$ cat config.mk
export PLATFORM = sky130hd
export DESIGN_NAME = frame_swap_scheduler_flat
export DESIGN_NICKNAME = d
export VERILOG_FILES = /design/src/rtl/fb_sched_pkg.sv /design/src/rtl/frame_swap_scheduler_if.sv /design/src/rtl/vsync_edge_sync.sv /design/src/rtl/frame_swap_scheduler.sv /design/src/flat_wrapper.sv
export SDC_FILE = /design/constraint.sdc
export NUM_CORES = 1
export LEC_CHECK = 0
export BUFFER_PORTS_ARGS = -buffer_cell sky130_fd_sc_hd__buf_4
export CAP_MARGIN = 10
export CORE_MARGIN = 8
export CORE_UTILIZATION = 40
export DETAILED_ROUTE_END_ITERATION = 8
export GPL_TIMING_DRIVEN = 0
export MAX_ROUTING_LAYER = met4
export SYNTH_ARGS = -nofsm -noshare
export SYNTH_HDL_FRONTEND = slang
export SYNTH_SLANG_ARGS = --single-unit
$ cat constraint.sdc
create_clock -name CLOCK_50 -period 2.6 [get_ports CLOCK_50]
set_input_delay 0.52 -clock CLOCK_50 [delete_from_list [all_inputs] [get_ports CLOCK_50]]
set_output_delay 0.52 -clock CLOCK_50 [all_outputs]
set_load 0.02 [all_outputs]
$ cat src/rtl/fb_sched_pkg.sv
// Shared types and defaults for the frame-buffer double-buffer scheduler.
//   state_t      : scheduler sequence IDLE -> CLEAR -> PROCESS -> WAIT_VSYNC -> SWAP
//   bank_t       : frame-buffer bank select encoding
//   other_bank() : the bank that is not the given one (back bank of a front bank)
package fb_sched_pkg;

  typedef enum logic [2:0] {
    ST_IDLE       = 3'd0,
    ST_CLEAR      = 3'd1,
    ST_PROCESS    = 3'd2,
    ST_WAIT_VSYNC = 3'd3,
    ST_SWAP       = 3'd4
  } state_t;

  typedef enum logic {
    BANK_A = 1'b0,
    BANK_B = 1'b1
  } bank_t;

  localparam int unsigned FB_WORDS_DEFAULT    = 307200;  // 640x480
  localparam logic [7:0]  CLEAR_VALUE_DEFAULT = 8'h00;
  localparam bank_t       DISPLAY_BANK_RESET  = BANK_A;

  function automatic bank_t other_bank(input bank_t b);
    return (b == BANK_A) ? BANK_B : BANK_A;
  endfunction

endpackage

$ cat src/rtl/frame_swap_scheduler_if.sv
// Processor and frame-buffer write-port bundle of the scheduler.
//   master : scheduler side (drives proc_enable and the fb_* write port,
//            receives the processor's done flag and write stream)
//   slave  : processor / frame-buffer side
interface frame_swap_scheduler_if #(
  parameter int unsigned ADDR_W = 19,
  parameter int unsigned DATA_W = 8
);

  logic              proc_enable;
  logic              proc_done;
  logic              proc_wren;
  logic [ADDR_W-1:0] proc_addr;
  logic [DATA_W-1:0] proc_data;
  logic              fb_wren;
  logic              fb_wr_bank;
  logic [ADDR_W-1:0] fb_wraddr;
  logic [DATA_W-1:0] fb_data;

  modport master (
    output proc_enable, fb_wren, fb_wr_bank, fb_wraddr, fb_data,
    input  proc_done, proc_wren, proc_addr, proc_data
  );

  modport slave (
    input  proc_enable, fb_wren, fb_wr_bank, fb_wraddr, fb_data,
    output proc_done, proc_wren, proc_addr, proc_data
  );

endinterface

$ cat src/rtl/vsync_edge_sync.sv
// Brings the raw active-low VGA vsync into the local clock domain and flags
// the start of vertical sync (falling edge of the synchronized level).
//   i_clk     : local clock
//   i_rst     : asynchronous active-high reset (chain resets to "vsync inactive")
//   i_vsync_n : raw vsync from the pixel-clock domain
//   o_fall    : one-cycle pulse on a synchronized 1 -> 0 transition
module vsync_edge_sync (
  input  logic i_clk,
  input  logic i_rst,
  input  logic i_vsync_n,
  output logic o_fall
);

  logic r_meta;
  logic r_sync;
  logic r_sync_d;

  always_ff @(posedge i_clk or posedge i_rst) begin
    if (i_rst) begin
      r_meta   <= 1'b1;
      r_sync   <= 1'b1;
      r_sync_d <= 1'b1;
    end else begin
      r_meta   <= i_vsync_n;
      r_sync   <= r_meta;
      r_sync_d <= r_sync;
    end
  end

  assign o_fall = r_sync_d & ~r_sync;

endmodule

$ cat src/rtl/frame_swap_scheduler.sv
// Double-buffer manager for the VGA frame buffer. Each run clears the back
// bank, lets the image processor draw into it, waits for vertical sync and
// then swaps front and back banks.
//   CLOCK_50     : system clock
//   reset        : asynchronous, active-high
//   start_req    : one-cycle run request (one request may queue while busy)
//   vsync_n      : raw VGA vsync, active-low, pixel-clock domain
//   bus          : processor enable/done/write stream and frame-buffer write port
//   display_bank : front bank read by the VGA path
//   busy         : scheduler not idle
//   swap_done    : pulse in the swap cycle
//   req_dropped  : pulse when a request arrives with one already queued
//   error        : sticky timeout / out-of-range write, cleared on accepted start
module frame_swap_scheduler
  import fb_sched_pkg::*;
#(
  parameter int unsigned       ADDR_W      = 19,
  parameter int unsigned       DATA_W      = 8,
  parameter int unsigned       FB_WORDS    = FB_WORDS_DEFAULT,
  parameter logic [DATA_W-1:0] CLEAR_VALUE = DATA_W'(CLEAR_VALUE_DEFAULT),
  parameter int unsigned       TIMEOUT     = 2000000
) (
  input  logic                   CLOCK_50,
  input  logic                   reset,
  input  logic                   start_req,
  input  logic                   vsync_n,
  frame_swap_scheduler_if.master bus,
  output logic                   display_bank,
  output logic                   busy,
  output logic                   swap_done,
  output logic                   req_dropped,
  output logic                   error
);

  localparam int unsigned       WD_W      = $clog2(TIMEOUT + 1);
  localparam logic [ADDR_W-1:0] LAST_ADDR = ADDR_W'(FB_WORDS - 1);
  localparam logic [WD_W-1:0]   WD_LAST   = WD_W'(TIMEOUT - 1);
  localparam logic [WD_W-1:0]   WD_MAX    = WD_W'(TIMEOUT);

  state_t            r_state;
  logic              r_pending;
  logic [ADDR_W-1:0] r_clr_cnt;
  logic [WD_W-1:0]   r_wd;
  bank_t             r_display_bank;
  logic              r_busy;
  logic              r_proc_en;
  logic              r_req_dropped;
  logic              r_error;

  state_t            w_next;
  logic              w_pend_next;
  logic              w_drop;
  logic              w_accept;
  logic              w_oor;
  logic              w_timeout;
  logic              w_vs_fall;
  logic              w_addr_ok;
  logic              w_fb_wren;
  logic [ADDR_W-1:0] w_fb_addr;
  logic [DATA_W-1:0] w_fb_data;

  vsync_edge_sync u_vsync (
    .i_clk     (CLOCK_50),
    .i_rst     (reset),
    .i_vsync_n (vsync_n),
    .o_fall    (w_vs_fall)
  );

  assign w_addr_ok = (bus.proc_addr <= LAST_ADDR);

  always_ff @(posedge CLOCK_50 or posedge reset) begin
    if (reset) r_state <= ST_IDLE;
    else       r_state <= w_next;
  end

  always_comb begin
    w_next      = r_state;
    w_pend_next = r_pending;
    w_drop      = 1'b0;
    w_accept    = 1'b0;
    w_oor       = 1'b0;
    w_timeout   = 1'b0;
    w_fb_wren   = 1'b0;
    w_fb_addr   = '0;
    w_fb_data   = '0;

    // Queue depth is one: a second request while busy is discarded.
    if (r_state != ST_IDLE && start_req) begin
      if (r_pending) w_drop      = 1'b1;
      else           w_pend_next = 1'b1;
    end

    case (r_state)
      ST_IDLE: begin
        if (start_req || r_pending) begin
          w_next      = ST_CLEAR;
          w_pend_next = 1'b0;
          w_accept    = 1'b1;
        end
      end
      ST_CLEAR: begin
        w_fb_wren = 1'b1;
        w_fb_addr = r_clr_cnt;
        w_fb_data = CLEAR_VALUE;
        if (r_clr_cnt == LAST_ADDR) w_next = ST_PROCESS;
      end
      ST_PROCESS: begin
        // Zero-latency passthrough; out-of-range writes never reach the RAM.
        w_fb_addr = bus.proc_addr;
        w_fb_data = bus.proc_data;
        if (bus.proc_wren) begin
          if (w_addr_ok) w_fb_wren = 1'b1;
          else           w_oor     = 1'b1;
        end
        if (bus.proc_done) begin
          w_next = ST_WAIT_VSYNC;
        end else if (r_wd >= WD_LAST) begin
          w_next    = ST_IDLE;
          w_timeout = 1'b1;
        end
      end
      ST_WAIT_VSYNC: begin
        if (w_vs_fall) w_next = ST_SWAP;
      end
      ST_SWAP: begin
        // w_pend_next already includes a request arriving in this cycle.
        if (w_pend_next) begin
          w_next      = ST_CLEAR;
          w_pend_next = 1'b0;
          w_accept    = 1'b1;
        end else begin
          w_next = ST_IDLE;
        end
      end
      default: w_next = ST_IDLE;
    endcase
  end

  always_ff @(posedge CLOCK_50 or posedge reset) begin
    if (reset) begin
      r_pending      <= 1'b0;
      r_clr_cnt      <= '0;
      r_wd           <= '0;
      r_display_bank <= DISPLAY_BANK_RESET;
      r_busy         <= 1'b0;
      r_proc_en      <= 1'b0;
      r_req_dropped  <= 1'b0;
      r_error        <= 1'b0;
    end else begin
      r_pending     <= w_pend_next;
      r_busy        <= (w_next != ST_IDLE);
      r_proc_en     <= (w_next == ST_PROCESS);
      r_req_dropped <= w_drop;

      if (w_accept)                r_error <= 1'b0;
      else if (w_oor || w_timeout) r_error <= 1'b1;

      // Counter restarts at 0 whenever CLEAR is (re)entered.
      if (r_state == ST_CLEAR && w_next == ST_CLEAR) r_clr_cnt <= r_clr_cnt + ADDR_W'(1);
      else                                           r_clr_cnt <= '0;

      if (r_state == ST_PROCESS && w_next == ST_PROCESS) begin
        if (r_wd != WD_MAX) r_wd <= r_wd + WD_W'(1);
      end else begin
        r_wd <= '0;
      end

      if (r_state == ST_SWAP) r_display_bank <= other_bank(r_display_bank);
    end
  end

  assign bus.proc_enable = r_proc_en;
  assign bus.fb_wren     = w_fb_wren;
  assign bus.fb_wraddr   = w_fb_addr;
  assign bus.fb_data     = w_fb_data;
  assign bus.fb_wr_bank  = other_bank(r_display_bank);
  assign display_bank    = r_display_bank;
  assign busy            = r_busy;
  assign swap_done       = (r_state == ST_SWAP);
  assign req_dropped     = r_req_dropped;
  assign error           = r_error;

endmodule

$ cat src/flat_wrapper.sv
// flat-port wrapper written by rule: the top's interface ports become plain ports
module frame_swap_scheduler_flat import fb_sched_pkg::*;
#(
  parameter int unsigned       ADDR_W      = 19,
  parameter int unsigned       DATA_W      = 8,
  parameter int unsigned       FB_WORDS    = FB_WORDS_DEFAULT,
  parameter logic [DATA_W-1:0] CLEAR_VALUE = DATA_W'(CLEAR_VALUE_DEFAULT),
  parameter int unsigned       TIMEOUT     = 2000000
)
  (CLOCK_50, reset, start_req, vsync_n, display_bank, busy, swap_done, req_dropped, error, bus_proc_enable, bus_fb_wren, bus_fb_wr_bank, bus_fb_wraddr, bus_fb_data, bus_proc_done, bus_proc_wren, bus_proc_addr, bus_proc_data);
  frame_swap_scheduler_if #(.ADDR_W(ADDR_W), .DATA_W(DATA_W)) bus_i ();
  input  logic CLOCK_50;
  input  logic reset;
  input  logic start_req;
  input  logic vsync_n;
  output logic display_bank;
  output logic busy;
  output logic swap_done;
  output logic req_dropped;
  output logic error;
  output wire logic [$bits(bus_i.proc_enable)-1:0] bus_proc_enable;
  output wire logic [$bits(bus_i.fb_wren)-1:0] bus_fb_wren;
  output wire logic [$bits(bus_i.fb_wr_bank)-1:0] bus_fb_wr_bank;
  output wire logic [$bits(bus_i.fb_wraddr)-1:0] bus_fb_wraddr;
  output wire logic [$bits(bus_i.fb_data)-1:0] bus_fb_data;
  input wire logic [$bits(bus_i.proc_done)-1:0] bus_proc_done;
  input wire logic [$bits(bus_i.proc_wren)-1:0] bus_proc_wren;
  input wire logic [$bits(bus_i.proc_addr)-1:0] bus_proc_addr;
  input wire logic [$bits(bus_i.proc_data)-1:0] bus_proc_data;
  assign bus_proc_enable = bus_i.proc_enable;
  assign bus_fb_wren = bus_i.fb_wren;
  assign bus_fb_wr_bank = bus_i.fb_wr_bank;
  assign bus_fb_wraddr = bus_i.fb_wraddr;
  assign bus_fb_data = bus_i.fb_data;
  assign bus_i.proc_done = bus_proc_done;
  assign bus_i.proc_wren = bus_proc_wren;
  assign bus_i.proc_addr = bus_proc_addr;
  assign bus_i.proc_data = bus_proc_data;
  frame_swap_scheduler #(.ADDR_W(ADDR_W), .DATA_W(DATA_W), .FB_WORDS(FB_WORDS), .CLEAR_VALUE(CLEAR_VALUE), .TIMEOUT(TIMEOUT)) u_core (.CLOCK_50(CLOCK_50), .reset(reset), .start_req(start_req), .vsync_n(vsync_n), .bus(bus_i), .display_bank(display_bank), .busy(busy), .swap_done(swap_done), .req_dropped(req_dropped), .error(error));
endmodule
# Word-level counts from Yosys, hierarchy flattened
# Index checks and enable logic that the tools add are counted.
# totals
output_inout_bits,35
regBits,52
inputBits,33
# op_classes
reduce_logical,9
eq_ne,9
bitwise,2
n_lt_le_gt_ge,2
add_sub_neg,2
muxes,32
# ops
op,n
$mux W21,2
$pmux W19 S2,1
$add A21 B1 Y21 const B,1
$ge A21 B21 Y1 const B,1
$ne A21 B21 Y1 const B,1
$add A19 B1 Y19 const B,1
$eq A19 B19 Y1 const B,1
$le A19 B19 Y1 const B,1
$mux W19,1
$mux W1,18
$mux W3,5
$pmux W3 S5,1
$eq A3 B2 Y1 const B,3
$mux W8,1
$eq A3 B1 Y1 const B,2
$pmux W1 S2,3
$reduce_bool A3 Y1,2
$eq A3 B3 Y1 const B,1
$logic_and A1 B1 Y1,3
$logic_not A3 Y1,1
$logic_or A1 B1 Y1,2
$ne A2 B2 Y1 const B,1
$reduce_bool A2 Y1,1
$and A1 B1 Y1,1
$not A1 Y1,1

# Logic depth before layout (Yosys ltp)
# Gate-level depths: netlist of run 1.
# depth
word_depth,8
mapped_depth,8
depth_no_buf,6

# By module
# Synthesis of run 1 repeated with hierarchy kept, for this count alone.
# hier_totals
cells_unflattened,288
area_unflattened_um2,2802.7
# modules_own_cells
module,seq_area_each_um2,area_per_inst_um2,n_inst,cells_each
frame_swap_scheduler,1226.2,2706.3,1,283
vsync_edge_sync,78.8,96.3,1,5

# Worst setup path after synthesis of run 1
# No wires, ideal clock.
# synth_timing
path_kind,reg-to-output
startpoint,reg u_core.r_state[2]
endpoint,out bus_fb_wraddr[0]
path_slack_ps,501
arrival_time_ps,1579
path_buffers,2
stages_incl_launch_ff,6
path_cell_list,dfrtp_1 -> nand2b_1 -> nor2_1 -> clkbuf_1 -> clkbuf_1 -> a22o_1
# synth_between
elab_chain_len,2
# synth_lines
item,line,source
"start, declared",frame_swap_scheduler.sv:40,state_t r_state;
"start signal, assigned",frame_swap_scheduler.sv:73,else r_state <= w_next;
$eq A3 B2 Y1 or $eq A3 B1 Y1 (tied branches),frame_swap_scheduler.sv:93,case (r_state)
$pmux W19 S2 *,frame_swap_scheduler.sv:93,
"end, declared",flat_wrapper.sv:24,output wire logic [$bits(bus_i.fb_wraddr)-1:0] bus_fb_wraddr;
# Mark *: on every way between the ends. The rest lies on a longest branch, timed or not.

# Worst setup path after layout of run 1
# layout_timing
startpoint,reg u_core.r_state[2]
endpoint,out bus_fb_wraddr[14]
# Same word-level chain as after synthesis.

==> flow_metrics.tcl, run 1 <==
set metrics [dict create \
    status "completed" \
    slew_headroom_pct 68.60 \
    irDropWorstVdd_mv 0.2676 \
    ys_seq_elements 52 \
    wl_per_cell_um 14.62 \
    switchingPower_mw 0.7736 \
    p_int_mw 1.343 \
    die_w_um 100.6 \
    slowest_delay_ns 0.44 \
    finalCritPeriodShare_pct 92.75 \
    fmaxAchievable_mhz 414.7 \
    wirelength_mm 6.856 \
    tightest_slew_ns 0.4661 \
    synth_cells 295 \
    design.die.area_um2 10120 \
    power_frac_seq_pct 44.7 \
    startpoint "u_core.r_state[2]$_DFF_PP0_" \
    final_cells 469 \
    cts_hold_buf 0 \
    synth_edf_count 0 \
    cp_max_fo 10 \
    p_leak_nw 1.600 \
    dr.pass1.iters 6 \
    rows 31 \
    synth_top_cell_by_area "dfrtp_1" \
    initial_utilization_pct 40.31 \
    clock-root-buffer "clkbuf_8" \
    h-tree-depth 2 \
    dpl_cell_area_um2 3508 \
    grt_pass1_vias 2370 \
    die_height_um 100.6 \
    coreArea_um2 7098 \
    cts_sinks 52 \
    antenna_found_initial 0 \
    via_per_inst 5.130 \
    clock_latency_ns 0.31 \
    ys_async_sr_fraction_pct 100.0 \
    portBuffers 67 \
    syn-num-nets 331 \
    syn_to_final_growth_pct 25.93 \
    ys_warn_count 0 \
    cp_common_cell "clkbuf_2" \
    cp_slowest_cell "dfrtp_1" \
    largest_reg_flops 21 \
    fillers 691 \
    hold_class "in -> async" \
    grt_remaining_overflow 0 \
    nets 405 \
    combPwrFrac_pct 32.9 \
    place_hpwl_mm 5.209 \
    critPathTopFamily "buffers and inverters" \
    synth_area_leaders "dfrtp_1 (43%), xor2_1 (6.4%), a22o_1 (5.8%)" \
    arrival_ns 1.89 \
    cts_buffer_depth 2 \
    worst-path-buf-inv 3 \
    cts_made_buffers 5 \
    post-place-cells 462 \
    yosys_most_used_dff "dfrtp_1" \
    ant_nets 0 \
    powerDensity_nw_per_um2 587.4 \
    synth_area_um2 2861 \
    drc 0 \
    synth_top_area_share_pct 42.85 \
    reg_top3 "u_core.r_wd: 21 flops, u_core.r_clr_cnt: 19 flops, u_core.r_state: 3 flops" \
    finalSetupTns_ns 0 \
    cp-start-kind "flop" \
    p_clk_share_pct 22.5 \
    design_area_um2 3603 \
    drv_cap 0 \
    cts_tree "yes" \
    report.final.hold_viol_count 0 \
    setup_viol 0 \
    layout-drive-gt1-share_pct 25.95 \
    min_period_ns 2.411 \
    cp.required_ns 2.08 \
    globalRouteTotalUtil_pct 14.26 \
    synth-seq-area-share_pct 45.61 \
    fin_skew_ns 0.01268 \
    grt_pass1_wl_mm 11.61 \
    ys_types 42 \
    path_class "reg -> out" \
    post_cts_buffers 0 \
    slew_violations 0 \
    switching_share_pct 36.55 \
    r2r-start "u_core.r_clr_cnt[0]$_DFF_PP0_" \
    power_mw 2.117 \
    clk_pin_slew_ns 0.10 \
    endpoint_kind "output pin" \
    cp_cell_sequence "nor2_1 > and2_1 > clkbuf_2 > clkbuf_2 > a22o_1 > buf_4" \
    gp_congestion 0.7672 \
    initialDrtViolationCount 66 \
    grt_max_degree 33 \
    pin_count 68 \
    rsz0062_at_grt "no" \
    largest_register "u_core.r_wd" \
    vias 2406 \
    syn-mean-instance-area_um2 9.700 \
    diodes 0 \
]
[stage by stage]
step	hold slack (ns)	utilization, %	worst slack, ns
3_5_place_dp	0.3504	49.43	0.02888
6_report	0.2247	50.77	0.1885
4_1_cts	0.2452	50.78	0.01857
5_1_grt	0.2638	50.77	0.01852
3_3_place_gp	0.3470	49.15	0.04644
2_1_floorplan	0.3452	-	0.5011
[what timing repair did]
item | 4_1_cts | 5_1_grt
resized for setup | 3 | 5
gates cloned | 0 | 0
endpoints found under the setup margin | 11 | 12
pin swaps | 0 | 0
[Yosys cell counts (3+ instances only)]
cell / n
nand4_1: 13
xor2_1: 21
and3_1: 13
nor3_1: 21
clkbuf_1: 12
nand3_1: 19
nor2_1: 33
dfrtp_1: 49
nand2_1: 9
o31a_1: 3
dfstp_2: 3
a21oi_1: 4
a22o_1: 19
and2_1: 10
inv_1: 7
nor3_2: 5
and4_1: 5
xnor2_1: 15
ha_1: 3
o21ai_0: 4
[cell type report]
cell class	instances	area [um^2]	share of cell area, %
Multi-Input combinational cell	219	1439	39.93
Inverter	7	26.28	0.7292
Buffer	16	93.84	2.604
Timing Repair Buffer	68	523.0	14.51
Sequential cell	52	1305	36.22
Clock inverter	3	23.77	0.6597
Tap cell	99	123.9	3.438
Clock buffer	5	68.82	1.910
[worst paths after layout]
check | endpoint | slack [ns] | cells after the start
setup / recovery | bus_fb_wraddr[14] | 0.19 | 6
hold / removal | u_core.r_clr_cnt[11]$_DFF_PP0_ | 0.22 | 2
setup reg to reg | u_core.bus.proc_enable$_DFF_PP0_ | 0.43 | 8
hold reg to reg | u_core.u_vsync.r_sync$_DFF_PP1_ | 0.36 | 0
max in group asynchronous | u_core.u_vsync.r_meta$_DFF_PP1_ | 1.78 | 3
min in group CLOCK_50 | u_core.u_vsync.r_meta$_DFF_PP1_ | 0.31 | 1
[cell families (layout without fill, tap and decap cells)]
family          count (synthesis)  count (layout)  share of synthesized area [%]
simple gates                  142             142                          27.63
fa+ha+maj                       3               3                          1.312
flops                          52              52                          45.61
compound gates                 37              37                          9.970
xor+xnor                       36              36                          11.02
mux                             1               1                         0.3498
buf+inv                        24              99                          4.110
[layout by cell type, fill, tap and decap left out, types with 2 or more instances in the layout]
| cell type | count |
|---|---|
| xnor2_1 | 15 |
| nand2_1 | 9 |
| nor2b_1 | 2 |
| dfrtp_1 | 49 |
| clkbuf_1 | 7 |
| clkbuf_8 | 5 |
| o21ai_0 | 4 |
| nand2b_1 | 2 |
| nand3_1 | 19 |
| nor3_1 | 21 |
| nor3_2 | 5 |
| inv_1 | 6 |
| and3_1 | 13 |
| a22o_1 | 19 |
| dfstp_2 | 3 |
| ha_1 | 3 |
| nand4_1 | 13 |
| clkbuf_2 | 2 |
| nand3b_1 | 2 |
| buf_6 | 2 |
| and4_1 | 5 |
| buf_4 | 69 |
| clkinvlp_4 | 2 |
| nor2_1 | 33 |
| o31a_1 | 3 |
| and2_1 | 10 |
| a21oi_1 | 4 |
| xor2_1 | 21 |
[per-layer routing]
layer | vias up | wire, um | global-route usage [%]
met5 | - | 0 | -
met4 | 0 | 31 | 2.209
met3 | 5 | 493 | 4.213
met2 | 60 | 3240 | 23.69
met1 | 1141 | 3090 | 16.95
li1 | 1200 | - | -
[power groups by stage]
stage,combinational (mW),clock (mW),sequential [mW]
6_report,0.696,0.476,0.945
2_1_floorplan,0.393,0,0.979
3_5_place_dp,0.704,0,0.961
3_3_place_gp,0.698,0,0.960
4_1_cts,0.707,0.490,0.946
5_1_grt,0.769,0.518,0.960
Power figures use the tool's default switching activity.
==> run 2, diff against run 1 <==
--- a/config.mk
+++ b/config.mk
@@ -12,6 +12,7 @@
 export DETAILED_ROUTE_END_ITERATION = 8
 export GPL_TIMING_DRIVEN = 0
 export MAX_ROUTING_LAYER = met4
+export PLACE_DENSITY_LB_ADDON = 0.25
 export SYNTH_ARGS = -nofsm -noshare
 export SYNTH_HDL_FRONTEND = slang
 export SYNTH_SLANG_ARGS = --single-unit
==> run 2 against run 1 <==
Effect of this change: sequential share of layout area decreased by 0.25 points; non-clock buffer count decreased by 1; die area unchanged; maximum frequency increased by 3.5%; highest routed layer unchanged; largest power group unchanged; register-to-register slack improved by 0.06 ns.
==> flow_metrics.tcl, run 2 (synthesis gave the netlist of run 1 again) <==
set metrics [dict create \
    status "completed" \
    rsz0062_at_grt "no" \
    r2r_slack_ns 0.49 \
    dr.pass1.iters 4 \
    grt_max_degree 41 \
    die_height_um 100.6 \
    final_core_util_pct 51.12 \
    finalSetupTns_ns 0 \
    tightest_slew_ns 0.4634 \
    powerDensity_nw_per_um2 615.7 \
    finalCritPeriodShare_pct 89.62 \
    layout_commonest_cell "buf_4" \
    cp-start-kind "flop" \
    endpoint_kind "output pin" \
    clk_pin_slew_ns 0.10 \
    drc 0 \
    fmaxAchievable_mhz 429.2 \
    report.final.hold_viol_count 0 \
    reg_top3 "u_core.r_wd: 21 flops, u_core.r_clr_cnt: 19 flops, u_core.r_state: 3 flops" \
    cts_tree "yes" \
    rr_worst_depth 8 \
    final_cell_mix "buf_4 (69), dfrtp_1 (49), nor2_1 (33)" \
    h-tree-depth 2 \
    path_class "reg -> out" \
    cts_sinks 52 \
    cp_max_fo 10 \
    largest_reg_flops 21 \
    antenna_found_initial 0 \
    clock_latency_ns 0.31 \
    initialDrtViolationCount 62 \
    arrival_ns 1.81 \
    cp.required_ns 2.08 \
    clock-root-buffer "clkbuf_8" \
    fin_skew_ns 0.01664 \
    via_per_inst 5.203 \
    startpoint "u_core.r_state[2]$_DFF_PP0_" \
    grt_pass1_wl_mm 11.44 \
    diodes 0 \
    setup_viol 0 \
    rows 31 \
    cts_buffer_depth 2 \
    grt_pass1_vias 2304 \
    endpoint "bus_fb_wren" \
    die_w_um 100.6 \
    slew_headroom_pct 68.78 \
    layout-drive-gt1-share_pct 26.02 \
    syn_to_final_growth_pct 26.80 \
    initial_utilization_pct 40.31 \
    grt_remaining_overflow 0 \
    cts_made_buffers 5 \
    place_hpwl_mm 5.191 \
    reg2reg_to "u_core.bus.proc_enable$_DFF_PP0_" \
    gp_congestion 0.8329 \
    min_period_ns 2.330 \
    globalRouteTotalUtil_pct 14.17 \
    cts_hold_buf 0 \
    largest_register "u_core.r_wd" \
    hold_class "in -> async" \
    post_cts_buffers 0 \
    vias 2435 \
    drv_cap 0 \
    fillers 670 \
    p_leak_nw 1.617 \
    ant_nets 0 \
    slew_violations 0 \
    pin_count 68 \
    dpl_cell_area_um2 3508 \
    design_area_um2 3628 \
    coreArea_um2 7098 \
    portBuffers 67 \
    wl_per_cell_um 14.54 \
    irDropWorstVdd_mv 0.2202 \
    r2r-start "u_core.r_clr_cnt[0]$_DFF_PP0_" \
    nets 404 \
    wirelength_mm 6.806 \
    design.die.area_um2 10120 \
]
[run 2: cell types whose count changed in the layout (fill, tap and decap cells not counted), sizes merged]
cell,previous run,this run
clkinvlp,2,0
clkbuf,15,16
bufinv,0,1
buf,73,72
[run 2: metrics by stage]
stage | instances | power (mW) | hold WS, ns | worst slack [ns]
6_report | 468 | 2.234 | 0.1537 | 0.2699
5_1_grt | 468 | 2.364 | 0.1632 | 0.01261
4_1_cts | 469 | 2.262 | 0.1593 | 0.08142
3_5_place_dp | 462 | 1.669 | 0.3468 | 0.1116
3_3_place_gp | 461 | 1.655 | 0.3471 | 0.1025
2_1_floorplan | 295 | 1.373 | 0.3452 | 0.5011
[run 2: report_power, final]
part,switching (mW),total (mW),internal (mW),leakage (nW)
Sequential,0.0655,0.945,0.880,0.701
Combinational,0.421,0.690,0.269,0.855
Clock,0.283,0.599,0.315,0.0614
[run 2: area by class of cell]
class / instances / area, um^2 / share of cell area (%)
Sequential cell: 52 / 1305 / 35.97
Clock inverter: 2 / 38.79 / 1.069
Timing Repair Buffer: 68 / 523.0 / 14.41
Multi-Input combinational cell: 219 / 1440 / 39.69
Inverter: 7 / 26.28 / 0.7241
Clock buffer: 6 / 82.58 / 2.276
Tap cell: 99 / 123.9 / 3.414
Buffer: 15 / 88.84 / 2.448
[run 2: how the worst min path moves through the flow]
| stage | slack [ns] | depth (start not counted) | to |
|---|---|---|---|
| after detailed placement | 0.35 | 0 | u_core.u_vsync.r_sync$_DFF_PP1_ |
| after global routing | 0.16 | 2 | u_core.r_clr_cnt[0]$_DFF_PP0_ |
| after global placement | 0.35 | 0 | u_core.u_vsync.r_sync$_DFF_PP1_ |
| after floorplan | 0.35 | 0 | u_core.u_vsync.r_sync$_DFF_PP1_ |
| final | 0.15 | 2 | u_core.r_clr_cnt[17]$_DFF_PP0_ |
| after CTS | 0.16 | 2 | u_core.r_clr_cnt[0]$_DFF_PP0_ |
[run 2: critical path: stages, from the launching register on]
cell and delay, ns:
dfrtp_1 0.43, nand2b_1 0.17, nor2_1 0.18, clkbuf_1 0.31
nand2_1 0.09, o21ai_0 0.15, buf_4 0.17
[run 2: layer usage]
layer | GRT usage (%) | share of wire, % | up-vias
met1 | 17.26 | 46 | 1164
met4 | 2.791 | 0.69 | 0
met5 | - | 0 | -
met3 | 3.798 | 7.0 | 5
li1 | - | - | 1199
met2 | 23.03 | 47 | 67
[run 2: repair_timing]
action / CTS / global route
setup endpoints to repair: 11 / 11
hold endpoints to repair: 0 / 0
gates resized for setup: 3 / 3
cloned: 0 / 0
==> run 3, diff against run 2 <==
--- a/config.mk
+++ b/config.mk
@@ -7,7 +7,6 @@
 export LEC_CHECK = 0
 export BUFFER_PORTS_ARGS = -buffer_cell sky130_fd_sc_hd__buf_4
 export CAP_MARGIN = 10
-export CORE_MARGIN = 8
 export CORE_UTILIZATION = 40
 export DETAILED_ROUTE_END_ITERATION = 8
 export GPL_TIMING_DRIVEN = 0
==> run 3 against run 2 <==
Effect of this change: cell count shrank 0.43%; maximum frequency shrank 2.4%; global-route usage grew 4.1 points; via count shrank 1.7%; sequential power is essentially flat; critical path depth shrank 1.
==> flow_metrics.tcl, run 3 (synthesis gave the netlist of run 1 again) <==
set metrics [dict create \
    largest_register "u_core.r_wd" \
    final_cell_mix "buf_4 (69), dfrtp_1 (49), nor2_1 (33)" \
    power_frac_seq_pct 45.2 \
    initialDrtViolationCount 85 \
    cp-start-kind "flop" \
    cts_hold_buf 0 \
    final_cells 466 \
    initial_utilization_pct 41.66 \
    ant_nets 0 \
    rows 30 \
    grt_pass1_vias 2323 \
    combPwrFrac_pct 33.0 \
    dr.pass1.iters 4 \
    gp_congestion 0.8406 \
    h-tree-depth 2 \
    endpoint_kind "output pin" \
    reg_top3 "u_core.r_wd: 21 flops, u_core.r_clr_cnt: 19 flops, u_core.r_state: 3 flops" \
    vias 2394 \
    design_area_um2 3593 \
    diodes 0 \
    largest_reg_flops 21 \
    whs_ns 0.2066 \
    nets 405 \
    irDropWorstVdd_mv 0.2235 \
    dpl_cell_area_um2 3505 \
    drv_cap 0 \
    p_clk_share_pct 21.8 \
    die_height_um 86.58 \
    clock_latency_ns 0.31 \
    place_hpwl_mm 4.737 \
    setup_viol 0 \
    p_int_mw 1.343 \
    pin_count 68 \
    cp.required_ns 2.08 \
    cts_sinks 52 \
    antenna_found_initial 0 \
    layout_commonest_cell "buf_4" \
    slew_headroom_pct 67.10 \
    via_per_inst 5.137 \
    worst_slack_ns 0.2123 \
    switchingPower_mw 0.7513 \
    arrival_ns 1.87 \
    wirelength_mm 6.291 \
    switching_share_pct 35.88 \
    finalCritPeriodShare_pct 91.84 \
    coreArea_um2 6869 \
    clk_pin_slew_ns 0.09 \
    report.final.hold_viol_count 0 \
    globalRouteTotalUtil_pct 18.28 \
    path_class "reg -> out" \
    portBuffers 67 \
    die_w_um 86.58 \
    post-place-cells 459 \
    powerDensity_nw_per_um2 582.7 \
    clock-root-buffer "clkbuf_8" \
    rsz0062_at_grt "no" \
    fmaxAchievable_mhz 418.8 \
    cts_made_buffers 5 \
    min_period_ns 2.388 \
    fin_skew_ns 0.01499 \
    tightest_slew_ns 0.4935 \
    p_leak_nw 1.600 \
    grt_max_degree 35 \
    cts_tree "yes" \
    slew_violations 0 \
    pre_cts_slack_ns 0.1156 \
    hold_class "in -> async" \
    grt_remaining_overflow 0 \
    syn_to_final_growth_pct 25.58 \
    post_cts_buffers 0 \
    design.die.area_um2 7496 \
    cp_max_fo 19 \
    status "completed" \
    layout-drive-gt1-share_pct 25.68 \
    grt_pass1_wl_mm 10.48 \
    wl_per_cell_um 13.50 \
    finalSetupTns_ns 0 \
    cts_buffer_depth 2 \
    r2r_slack_ns 0.45 \
    drc 0 \
]
[run 3: what timing repair did]
| item | in CTS | in global routing |
|---|---|---|
| gates cloned | 0 | 0 |
| gates resized for setup | 2 | 2 |
| setup endpoints to repair | 11 | 10 |
[run 3: area by class of cell]
cell class,instances,area [um^2]
buffer,16,91.34
multi-input combinational,219,1439
fill,672,3276
clock inverter,2,16.27
inverter,7,26.28
clock buffer,6,72.57
tap,96,120.1
timing repair buffer,68,523.0
sequential,52,1305
[run 3: layer usage]
metal  up-vias  share of wire (%)  track usage [%]
li1       1196                  -                -
met1      1137                 46            22.04
met2        55                 48            32.03
met3         6                4.6            2.952
met4         0                1.0            4.545
met5         -                  0                -
[run 3: power by group through the flow]
stage,Combinational [mW],Sequential [mW],Clock (mW)
after detailed placement,0.697,0.963,0
after CTS,0.699,0.947,0.473
after floorplan,0.393,0.979,0
final,0.690,0.946,0.458
after global routing,0.761,0.959,0.509
after global placement,0.691,0.960,0
[run 3: path summary, 6_finish.rpt]
| kind | start | end | depth (start not counted) |
|---|---|---|---|
| setup / recovery | u_core.r_state[2]$_DFF_PP0_ | bus_fb_wraddr[18] | 5 |
| max in group asynchronous | reset | u_core.r_clr_cnt[13]$_DFF_PP0_ | 3 |
| hold / removal | reset | u_core.r_wd[12]$_DFFE_PP0P_ | 2 |
| hold reg to reg | u_core.u_vsync.r_meta$_DFF_PP1_ | u_core.u_vsync.r_sync$_DFF_PP1_ | 0 |
| setup reg to reg | u_core.r_clr_cnt[0]$_DFF_PP0_ | u_core.bus.proc_enable$_DFF_PP0_ | 8 |
| min in group CLOCK_50 | vsync_n | u_core.u_vsync.r_meta$_DFF_PP1_ | 1 |
[run 3: critical path: stages (launching register included)]
cell and delay [ns]:
dfrtp_1 0.43, nand2b_1 0.17, nor2_1 0.19, clkbuf_2 0.39, a22o_1 0.24, buf_4 0.15
[run 3: per-stage QoR]
step | util (%) | power [mW]
floorplan | - | 1.373
global placement | 50.73 | 1.651
detailed placement | 51.02 | 1.660
CTS | 52.30 | 2.120
global route | 52.31 | 2.229
finish | 52.31 | 2.094
